**src/rtl/br_redirect_pkg.sv**
```systemverilog
// br_redirect_pkg: types and helpers shared by the branch-redirect block.
//   br_age      : age of a commit index relative to the ring head (smaller = older)
//   br_report_t : one mispredict report (commit addr, target, short flag, dec bits)
//   br_state_e  : redirect FSM states
// The report struct is sized from the package widths below. The module
// parameters of br_redirect must keep these same values.
package br_redirect_pkg;

    localparam int BR_RV       = 64;
    localparam int BR_BDEC     = 4;
    localparam int BR_NCOMMIT  = 32;
    localparam int BR_LNCOMMIT = 5;

    typedef struct packed {
        logic [BR_LNCOMMIT-1:0] addr;
        logic [BR_RV-2:0]       target;
        logic                   is_short;
        logic [BR_BDEC-2:0]     dec;
    } br_report_t;

    typedef enum logic {
        IDLE = 1'b0,
        HOLD = 1'b1
    } br_state_e;

    // Modular distance from head; wraps naturally in LNCOMMIT bits.
    function automatic logic [BR_LNCOMMIT-1:0] br_age(
        input logic [BR_LNCOMMIT-1:0] idx,
        input logic [BR_LNCOMMIT-1:0] head
    );
        return idx - head;
    endfunction

endpackage

```
**src/rtl/br_oldest_sel.sv**
```systemverilog
// br_oldest_sel: combinational pick of the oldest valid mispredict report.
//   req_valid : per-unit report valid
//   req       : per-unit report
//   head      : commit ring head used as the age origin
//   win_valid : at least one report valid
//   win_idx   : unit index of the winner
//   win_rpt   : winning report
//   win_age   : age of the winning report
// Strict less-than keeps the lowest unit index on an age tie.
module br_oldest_sel
    import br_redirect_pkg::*;
#(
    parameter int NBRANCH = 2,
    parameter int IDXW    = (NBRANCH > 1) ? $clog2(NBRANCH) : 1
) (
    input  logic [NBRANCH-1:0]     req_valid,
    input  br_report_t             req [NBRANCH],
    input  logic [BR_LNCOMMIT-1:0] head,
    output logic                   win_valid,
    output logic [IDXW-1:0]        win_idx,
    output br_report_t             win_rpt,
    output logic [BR_LNCOMMIT-1:0] win_age
);

    always_comb begin
        win_valid = 1'b0;
        win_idx   = '0;
        win_rpt   = req[0];
        win_age   = '1;
        for (int i = 0; i < NBRANCH; i++) begin
            if (req_valid[i] && (!win_valid || (br_age(req[i].addr, head) < win_age))) begin
                win_valid = 1'b1;
                win_idx   = IDXW'(i);
                win_rpt   = req[i];
                win_age   = br_age(req[i].addr, head);
            end
        end
    end

endmodule

```
**src/rtl/br_redirect.sv**
```systemverilog
// br_redirect: merges branch-unit mispredicts into one fetch redirect.
//   clk, reset             : clock, synchronous active-high reset
//   br_enable/addr/target/short/dec : per-unit mispredict reports
//   commit_head/tail/full  : commit ring pointers (head==tail with full = full)
//   trap_flush             : cancels any pending redirect, no kill/rewind
//   fetch_redirect_ready   : fetch accepts the redirect
//   fetch_redirect_valid/pc/short/dec : held redirect
//   commit_kill            : one-cycle squash mask of entries younger than winner
//   rewind_valid/tail      : one-cycle rename tail rewind to winner+1
module br_redirect
    import br_redirect_pkg::*;
#(
    parameter int NBRANCH  = 2,
    parameter int RV       = BR_RV,
    parameter int BDEC     = BR_BDEC,
    parameter int NCOMMIT  = BR_NCOMMIT,
    parameter int LNCOMMIT = BR_LNCOMMIT
) (
    input  logic                         clk,
    input  logic                         reset,
    input  logic [NBRANCH-1:0]           br_enable,
    input  logic [NBRANCH*LNCOMMIT-1:0]  br_addr,
    input  logic [NBRANCH*(RV-1)-1:0]    br_target,
    input  logic [NBRANCH-1:0]           br_short,
    input  logic [NBRANCH*(BDEC-1)-1:0]  br_dec,
    input  logic [LNCOMMIT-1:0]          commit_head,
    input  logic [LNCOMMIT-1:0]          commit_tail,
    input  logic                         commit_full,
    input  logic                         trap_flush,
    input  logic                         fetch_redirect_ready,
    output logic                         fetch_redirect_valid,
    output logic [RV-2:0]                fetch_redirect_pc,
    output logic                         fetch_redirect_short,
    output logic [BDEC-2:0]              fetch_redirect_dec,
    output logic [NCOMMIT-1:0]           commit_kill,
    output logic                         rewind_valid,
    output logic [LNCOMMIT-1:0]          rewind_tail
);

    localparam int IDXW = (NBRANCH > 1) ? $clog2(NBRANCH) : 1;

    br_report_t rpt [NBRANCH];

    genvar gi;
    generate
        for (gi = 0; gi < NBRANCH; gi++) begin : g_unpack
            assign rpt[gi] = '{addr:     br_addr[gi*LNCOMMIT +: LNCOMMIT],
                               target:   br_target[gi*(RV-1) +: RV-1],
                               is_short: br_short[gi],
                               dec:      br_dec[gi*(BDEC-1) +: BDEC-1]};
        end
    endgenerate

    logic                sel_valid;
    logic [IDXW-1:0]     sel_idx;
    br_report_t          sel_rpt;
    logic [LNCOMMIT-1:0] sel_age;

    br_oldest_sel #(.NBRANCH(NBRANCH), .IDXW(IDXW)) u_sel (
        .req_valid (br_enable),
        .req       (rpt),
        .head      (commit_head),
        .win_valid (sel_valid),
        .win_idx   (sel_idx),
        .win_rpt   (sel_rpt),
        .win_age   (sel_age)
    );

    br_state_e           state_reg, state_next;
    br_report_t          held_reg, held_next;
    logic [NCOMMIT-1:0]  kill_reg, kill_next;
    logic                rewind_valid_reg, rewind_valid_next;
    logic [LNCOMMIT-1:0] rewind_tail_reg, rewind_tail_next;

    // Held entry is re-aged against the live head every cycle, since head
    // may retire forward while the redirect stalls.
    logic [LNCOMMIT-1:0] held_age;
    logic                take;
    assign held_age = br_age(held_reg.addr, commit_head);
    assign take     = sel_valid && ((state_reg == IDLE) || (sel_age < held_age));

    // A full ring has head==tail, so tail's age is forced to NCOMMIT to make
    // every entry younger than the winner killable.
    logic [LNCOMMIT:0] tail_age_ext;
    assign tail_age_ext = commit_full ? (LNCOMMIT+1)'(NCOMMIT)
                                      : {1'b0, br_age(commit_tail, commit_head)};

    logic [NCOMMIT-1:0] kill_mask;
    generate
        for (gi = 0; gi < NCOMMIT; gi++) begin : g_kill
            logic [LNCOMMIT-1:0] idx_age;
            assign idx_age       = br_age(LNCOMMIT'(gi), commit_head);
            assign kill_mask[gi] = (idx_age > sel_age) && ({1'b0, idx_age} < tail_age_ext);
        end
    endgenerate

    always_comb begin
        state_next        = state_reg;
        held_next         = held_reg;
        kill_next         = '0;
        rewind_valid_next = 1'b0;
        rewind_tail_next  = rewind_tail_reg;
        if (trap_flush) begin
            state_next = IDLE;
        end else if (take) begin
            // An older arrival beats a same-cycle ready handshake.
            state_next        = HOLD;
            held_next         = sel_rpt;
            kill_next         = kill_mask;
            rewind_valid_next = 1'b1;
            rewind_tail_next  = sel_rpt.addr + LNCOMMIT'(1);
        end else if ((state_reg == HOLD) && fetch_redirect_ready) begin
            state_next = IDLE;
        end
    end

    always_ff @(posedge clk) begin
        if (reset) begin
            state_reg        <= IDLE;
            held_reg         <= '0;
            kill_reg         <= '0;
            rewind_valid_reg <= 1'b0;
            rewind_tail_reg  <= '0;
        end else begin
            state_reg        <= state_next;
            held_reg         <= held_next;
            kill_reg         <= kill_next;
            rewind_valid_reg <= rewind_valid_next;
            rewind_tail_reg  <= rewind_tail_next;
        end
    end

    assign fetch_redirect_valid = (state_reg == HOLD);
    assign fetch_redirect_pc    = held_reg.target;
    assign fetch_redirect_short = held_reg.is_short;
    assign fetch_redirect_dec   = held_reg.dec;
    assign commit_kill          = kill_reg;
    assign rewind_valid         = rewind_valid_reg;
    assign rewind_tail          = rewind_tail_reg;

    // Two units can never report the same commit entry.
    logic dup_addr;
    always_comb begin
        dup_addr = 1'b0;
        for (int i = 0; i < NBRANCH; i++) begin
            for (int j = i + 1; j < NBRANCH; j++) begin
                if (br_enable[i] && br_enable[j] && (rpt[i].addr == rpt[j].addr)) begin
                    dup_addr = 1'b1;
                end
            end
        end
    end

    a_no_dup_addr: assert property (@(posedge clk) disable iff (reset) !dup_addr);
    a_sel_enabled: assert property (@(posedge clk) disable iff (reset) sel_valid |-> br_enable[sel_idx]);

endmodule
```
**config.mk**
```make
export PLATFORM = sky130hd
export DESIGN_NAME = br_redirect
export DESIGN_NICKNAME = d
export VERILOG_FILES = /design/src/rtl/br_redirect_pkg.sv /design/src/rtl/br_oldest_sel.sv /design/src/rtl/br_redirect.sv
export SDC_FILE = /design/constraint.sdc
export NUM_CORES = 1
export LEC_CHECK = 0
export BUFFER_PORTS_ARGS = -buffer_cell sky130_fd_sc_hd__buf_2
export CAP_MARGIN = 20
export CORE_MARGIN = 2
export CORE_UTILIZATION = 25
export CTS_CLUSTER_DIAMETER = 200
export DETAILED_ROUTE_END_ITERATION = 10
export HOLD_SLACK_MARGIN = 0.03
export PLACE_DENSITY = 0.44
export RECOVER_POWER = 50
export SLEW_MARGIN = 15
export SYNTH_ARGS = -nofsm -noshare
export SYNTH_HDL_FRONTEND = slang
export SYNTH_SLANG_ARGS = --single-unit
```
**constraint.sdc**
```tcl
create_clock -name clk -period 6.55 [get_ports clk]
set_clock_uncertainty 0.2 [all_clocks]
set_input_delay 1.31 -clock clk [delete_from_list [all_inputs] [get_ports clk]]
set_output_delay 1.31 -clock clk [all_outputs]
set_load 0.02 [all_outputs]
```
**Word level (Yosys, flattened, before mapping)**

Cells that the tools add are included.

- Bitwise logic cells: 3
- $add $sub $neg: 37
- Order comparisons: 66
- Muxes and demuxes: 9
- Reduce and logical (&&, ||, !) cells: 42

Operators by type and width:

| operator | number |
|---|---|
| 5-bit by 6-bit less-than comparator with 1-bit output | 32 |
| 5-bit > comparator | 32 |
| 5-bit subtractor, first input constant | 16 |
| 72-bit two-way mux | 1 |
| 4-bit by 5-bit subtractor with 5-bit output, first input constant | 8 |
| 1-bit logical AND | 35 |
| 3-bit by 5-bit subtractor with 5-bit output, first input constant | 4 |
| 5-bit subtractor | 4 |
| 5-bit less-than comparator | 2 |
| 5-bit two-way mux | 2 |
| 1-bit by 5-bit subtractor with 5-bit output, first input constant | 2 |
| 2-bit by 5-bit subtractor with 5-bit output, first input constant | 2 |
| 6-bit two-way mux | 1 |
| 5-bit by 1-bit adder with 5-bit output, second input constant | 1 |
| 1-bit two-way mux | 5 |
| 1-bit inverter | 3 |
| 3-bit OR reduction | 1 |
| 1-bit logical OR | 2 |
| 2-bit AND reduction | 1 |
| 2-bit nonzero test | 1 |
| 2-bit OR reduction | 1 |
| 1-bit logical NOT | 1 |

- Bits in registers: 111
- Bits of input ports: 161
- Output and inout port bits: 106
- Word-level logic and storage cells: 165

**Longest topological paths before layout**

- Depth in word-level cells: 11
- Mapped depth: 26
- Gate-level depth less buffers: 24

**By module**

A second synthesis with hierarchy kept.

- Cell total of the unflattened synthesis: 1,128
- Area, all modules: 9,791.9 sq um

By module, submodules not included:

| module | instances | cells each | area an instance (sq um) |
|---|---|---|---|
| br_redirect | 1 | 983 | 8,346.8 |
| br_oldest_sel | 1 | 145 | 1,445.1 |

**Worst setup path before layout**

No wires, ideal clock.

- Path type: in2reg
- Start: input commit_head[2]
- End: register held_reg (netlist bit fetch_redirect_pc[28])
- Arrival time: 5,505 ps
- Path buffers: 3
- Stages: 20
- Slack: 699 ps
- Data required time: 6,204 ps
- Cell sequence: clkbuf_1 inv_1 ha_1 and2_1 o21ai_0 inv_1 ha_1 o21ai_0 a31oi_1 o21ai_0 o21ai_1 a21oi_2 buf_2 mux2_2 ha_1 o2111a_1 o311a_2 nor2_2 buf_4 a211oi_2

- Word-level cells in the longest chain between the ends: 10
- Elaborated cells on any way between the ends: 14
- Those cells by class: add/sub: 3; order compare: 2; mux: 4; reduce/logical: 5

Ends and longest elaborated chain:

| item | line | source |
|---|---|---|
| start: declaration | br_redirect.sv:26 | `input logic [LNCOMMIT-1:0] commit_head,` |
| 5-bit subtractor | br_redirect_pkg.sv:31 | `return idx - head;` |
| 5-bit two-way mux | br_oldest_sel.sv:31 | `if (req_valid[i] && (!win_valid \|\| (br_age(req[i].addr, head) < win_age))) begin` |
| 5-bit less-than comparator | br_oldest_sel.sv:31 |  |
| 1-bit logical OR | br_oldest_sel.sv:31 |  |
| 1-bit logical AND | br_oldest_sel.sv:31 |  |
| 5-bit two-way mux | br_oldest_sel.sv:31 |  |
| 5-bit less-than comparator | br_redirect.sv:80 | `assign take = sel_valid && ((state_reg == IDLE) \|\| (sel_age < held_age));` |
| 1-bit logical OR | br_redirect.sv:80 |  |
| 1-bit logical AND | br_redirect.sv:80 |  |
| 2-bit AND reduction (no line) | - |  |
| end signal: assignment | br_redirect.sv:126 | `held_reg <= held_next;` |
| end: declaration | br_redirect.sv:70 | `br_report_t held_reg, held_next;` |

Several ways; a longest one is shown, not always the timed one.
A chain may end at the register's enable or synchronous reset.

**Worst setup path in the final report**

- Start: input br_addr[0]
- End: register held_reg (netlist bit fetch_redirect_pc[59])

- Word-level cells in the longest chain between the ends: 10
- Elaborated cells on any way between the ends: 12
- Those cells by class: add/sub: 1; order compare: 2; mux: 4; reduce/logical: 5

Ends and longest elaborated chain:

| item | line | source |
|---|---|---|
| start: declaration | br_redirect.sv:22 | `input logic [NBRANCH*LNCOMMIT-1:0] br_addr,` |
| 5-bit subtractor * | br_redirect_pkg.sv:31 |  |
| 5-bit two-way mux * | br_oldest_sel.sv:31 |  |
| 5-bit less-than comparator | br_oldest_sel.sv:31 |  |
| 1-bit logical OR | br_oldest_sel.sv:31 |  |
| 1-bit logical AND | br_oldest_sel.sv:31 |  |
| 5-bit two-way mux | br_oldest_sel.sv:31 |  |
| 5-bit less-than comparator | br_redirect.sv:80 |  |
| 1-bit logical OR | br_redirect.sv:80 |  |
| 1-bit logical AND | br_redirect.sv:80 |  |
| 2-bit AND reduction (no line) | - |  |

Every way passes the cells marked *; elsewhere a longest branch is shown, timed or not.

==> impl_metrics.env <==
export IMPL_clk_path_buf_depth=2
export IMPL_initial_core_util_pct=25.4
export IMPL_grt_ovfl_total=0
export IMPL_routed_wirelength_um=31300
export IMPL_post_drt_wl_per_cell_um=17.5
export IMPL_slew_violations=0
export IMPL_io_buffers=266
export IMPL_post_dp_hpwl_um=23600
export IMPL_synth_edf_count=0
export IMPL_placed_cell_area_mm2=0.0112
export IMPL_io_pins=267
export IMPL_ys_flop_type="dfxtp_1"
export IMPL_final_core_util_pct=29.5
export IMPL_worstMarginPinSlew_ns=0.999
export IMPL_antenna_diode_count=0
export IMPL_crit_slowest_cell="o21ai_1"
export IMPL_syn2layout_area_growth_pct=16.2
export IMPL_largest_register_ffs=63
export IMPL_post_place_ws_ns=0.299
export IMPL_syn_num_nets=1395
export IMPL_final_period_utilization_pct=88.9
export IMPL_crit_type="input pin to register"
export IMPL_netlist_area_mm2=0.00980
export IMPL_hold_buffers=0
export IMPL_first_iter_violations=390
export IMPL_dieHeight_um=202
export IMPL_fp_row_count=72
export IMPL_ys_async_sr_fraction_pct=0
export IMPL_clk_pin_slew_ns=0.09
export IMPL_post_route_min_period_ns=5.83
export IMPL_ctsResizeCount=0
export IMPL_yosysSeqAreaShare_pct=22.7
export IMPL_ys_warn_count=0
export IMPL_die_area_mm2=0.0408
export IMPL_post_cts_buffers=0
export IMPL_status="completed"
export IMPL_drc=0
export IMPL_irDropWorstVdd_v=0.000141
export IMPL_synth_cells=1083
export IMPL_fmax_ghz=0.172
export IMPL_finalInstanceArea_mm2=0.0114
export IMPL_max_cap_violations=0
export IMPL_cts_tree="built"
export IMPL_yosys_cell_types_count=72
export IMPL_cts_sinks=111
export IMPL_critPathCaptureType="register"
export IMPL_drive_above_1_share_pct=20.6
export IMPL_path_cells="buf_2 -> inv_1 -> ha_1 -> inv_1 -> fa_1 -> and2_1 -> o21ai_0 -> inv_1 -> ha_1 -> o21ai_0 -> a31oi_1 -> o21ai_0 -> o21ai_1 -> a21oi_4 -> mux2_2 -> ha_1 -> o2111a_1 -> o311a_2 -> nor2_4 -> buf_4 -> a211oi_1"
export IMPL_grt_pass1_wl_um=48300
export IMPL_htreeDepth=3
export IMPL_crit_required_ns=6.58
export IMPL_p_per_area_mw_per_mm2=269
export IMPL_critPathArrivalTime_ns=5.86
export IMPL_relSlewSlack_pct=33.4
export IMPL_syn_area_per_cell_um2=9.05
export IMPL_antenna_found_initial=4
export IMPL_setup_violations=0
export IMPL_synth_seq_cells=111
export IMPL_start_kind="input pin"
export IMPL_clk_latency_ns=0.39
export IMPL_setup_ws_ns=0.724
export IMPL_die_x_um=202
export IMPL_grt_usage_pct=15.1
export IMPL_dr_pass1_iters=5
export IMPL_rsz0062_at_grt="false"
export IMPL_cts_buffers=9
export IMPL_place_congestion=0.793
export IMPL_viasPerCell=4.77
export IMPL_cpPeakStageDelay_ns=0.50
export IMPL_p_leak_nw=5.10
export IMPL_cts_root_buf="clkbuf_16"
export IMPL_total_power_mw=3.07
export IMPL_finalHoldViolCount=0
export IMPL_num_nets_final=1573
export IMPL_min_path_type="register to register"
export IMPL_grt_pass1_vias=8279
export IMPL_core_area_mm2=0.0386
export IMPL_cp_max_fo=23
export IMPL_grt_max_degree=77
export IMPL_ant_nets=0
export IMPL_vias=8500
export IMPL_finalSetupTns_ns=0
==> path summary, 6_finish.rpt <==
path	from	end	slack [ns]	depth (start not counted)
setup / recovery	br_addr[0]	fetch_redirect_pc[59]	0.72	21
hold / removal	rewind_tail[4]	rewind_tail[4]	0.28	2
setup reg to reg	held_reg[67]	fetch_redirect_pc[59]	2.74	14
hold reg to reg	rewind_tail[4]	rewind_tail[4]	0.28	2
==> stage by stage <==
stage / std cells / hold WS (ns)
6_report: 1783 / 0.283
5_1_grt: 1783 / 0.320
4_1_cts: 1783 / 0.284
3_5_place_dp: 1768 / 0.274
3_3_place_gp: 1768 / 0.271
2_1_floorplan: 1083 / 0.272
==> critical path, delay by kind of cell <==
| family | cells | cell delay [ns] |
|---|---|---|
| AOI/OAI and AO/OA | 9 | 1.96 |
| buffers and inverters | 5 | 0.71 |
| and+or+nand+nor | 2 | 0.41 |
| muxes | 1 | 0.33 |
| adders and majority gates | 4 | 1.12 |
==> Yosys cell counts, types with 7 or more instances <==
cell	n	area share (%)
ha_1	147	19
and4_1	8	0.71
clkbuf_1	27	1.0
a211oi_1	40	3.1
nand2b_1	7	0.45
nor2_1	38	1.5
mux2i_1	71	7.2
a21o_1	53	4.1
buf_4	74	5.7
nand3_1	14	0.71
inv_1	59	2.3
nor4_1	7	0.45
and2_1	7	0.45
a31oi_1	25	1.6
o21ai_0	28	1.4
xor2_1	10	0.89
a211oi_2	39	5.0
dfxtp_1	111	23
nor3_1	13	0.66
a21oi_1	129	6.6
nand2_1	18	0.69
xnor2_1	35	3.1
buf_2	14	0.71
a41o_1	7	0.71
==> layout make-up <==
cell class / count / area, um2
clock buffer: 9 / 225
clock inverter: 6 / 76.3
fill: 4151 / 27300
inverter: 62 / 233
multi-input combinational: 790 / 6600
sequential: 111 / 2220
tap: 518 / 648
timing repair buffer: 287 / 1400
==> layout by cell type (no fill, tap or decap), types with 13 or more instances in the layout <==
cell type	netlist	layout
nor3_1	13	13
clkbuf_1	27	106
a211oi_2	39	39
ha_1	147	147
buf_2	14	159
xnor2_1	35	35
nand3_1	14	14
a21o_1	53	53
o21ai_0	28	28
a31oi_1	25	25
buf_4	74	19
nor2_1	38	38
dfxtp_1	111	111
a211oi_1	40	40
inv_1	59	59
a21oi_1	129	129
nand2_1	18	18
mux2i_1	71	71
==> power breakdown <==
part	internal (mW)	total (mW)	switching, mW
clock	0.302	0.608	0.306
combinational	0.607	1.62	1.01
sequential	0.787	0.840	0.0526
==> cell families (layout without fill, tap and decap cells) <==
family	after synthesis	in the layout	share of synthesized area, %
adders and majority gates	156	156	20.1
buffers and inverters	182	364	10.2
DFF	111	111	22.7
muxes	73	73	7.48
and+or+nand+nor	144	144	8.28
AOI/OAI and AO/OA	372	372	27.3
xor gates and xnor gates	45	45	4.02
==> layer usage <==
metal / GRT usage (%) / vias to the layer above / wire length, um
met2: 24.8 / 183 / 14600
met4: 3.68 / 4 / 355
met5: 0 / - / 21
met1: 20.3 / 3967 / 14900
met3: 2.97 / 18 / 1420
li1: - / 4328 / -
Note: power is estimated with default switching activity, not from simulation.
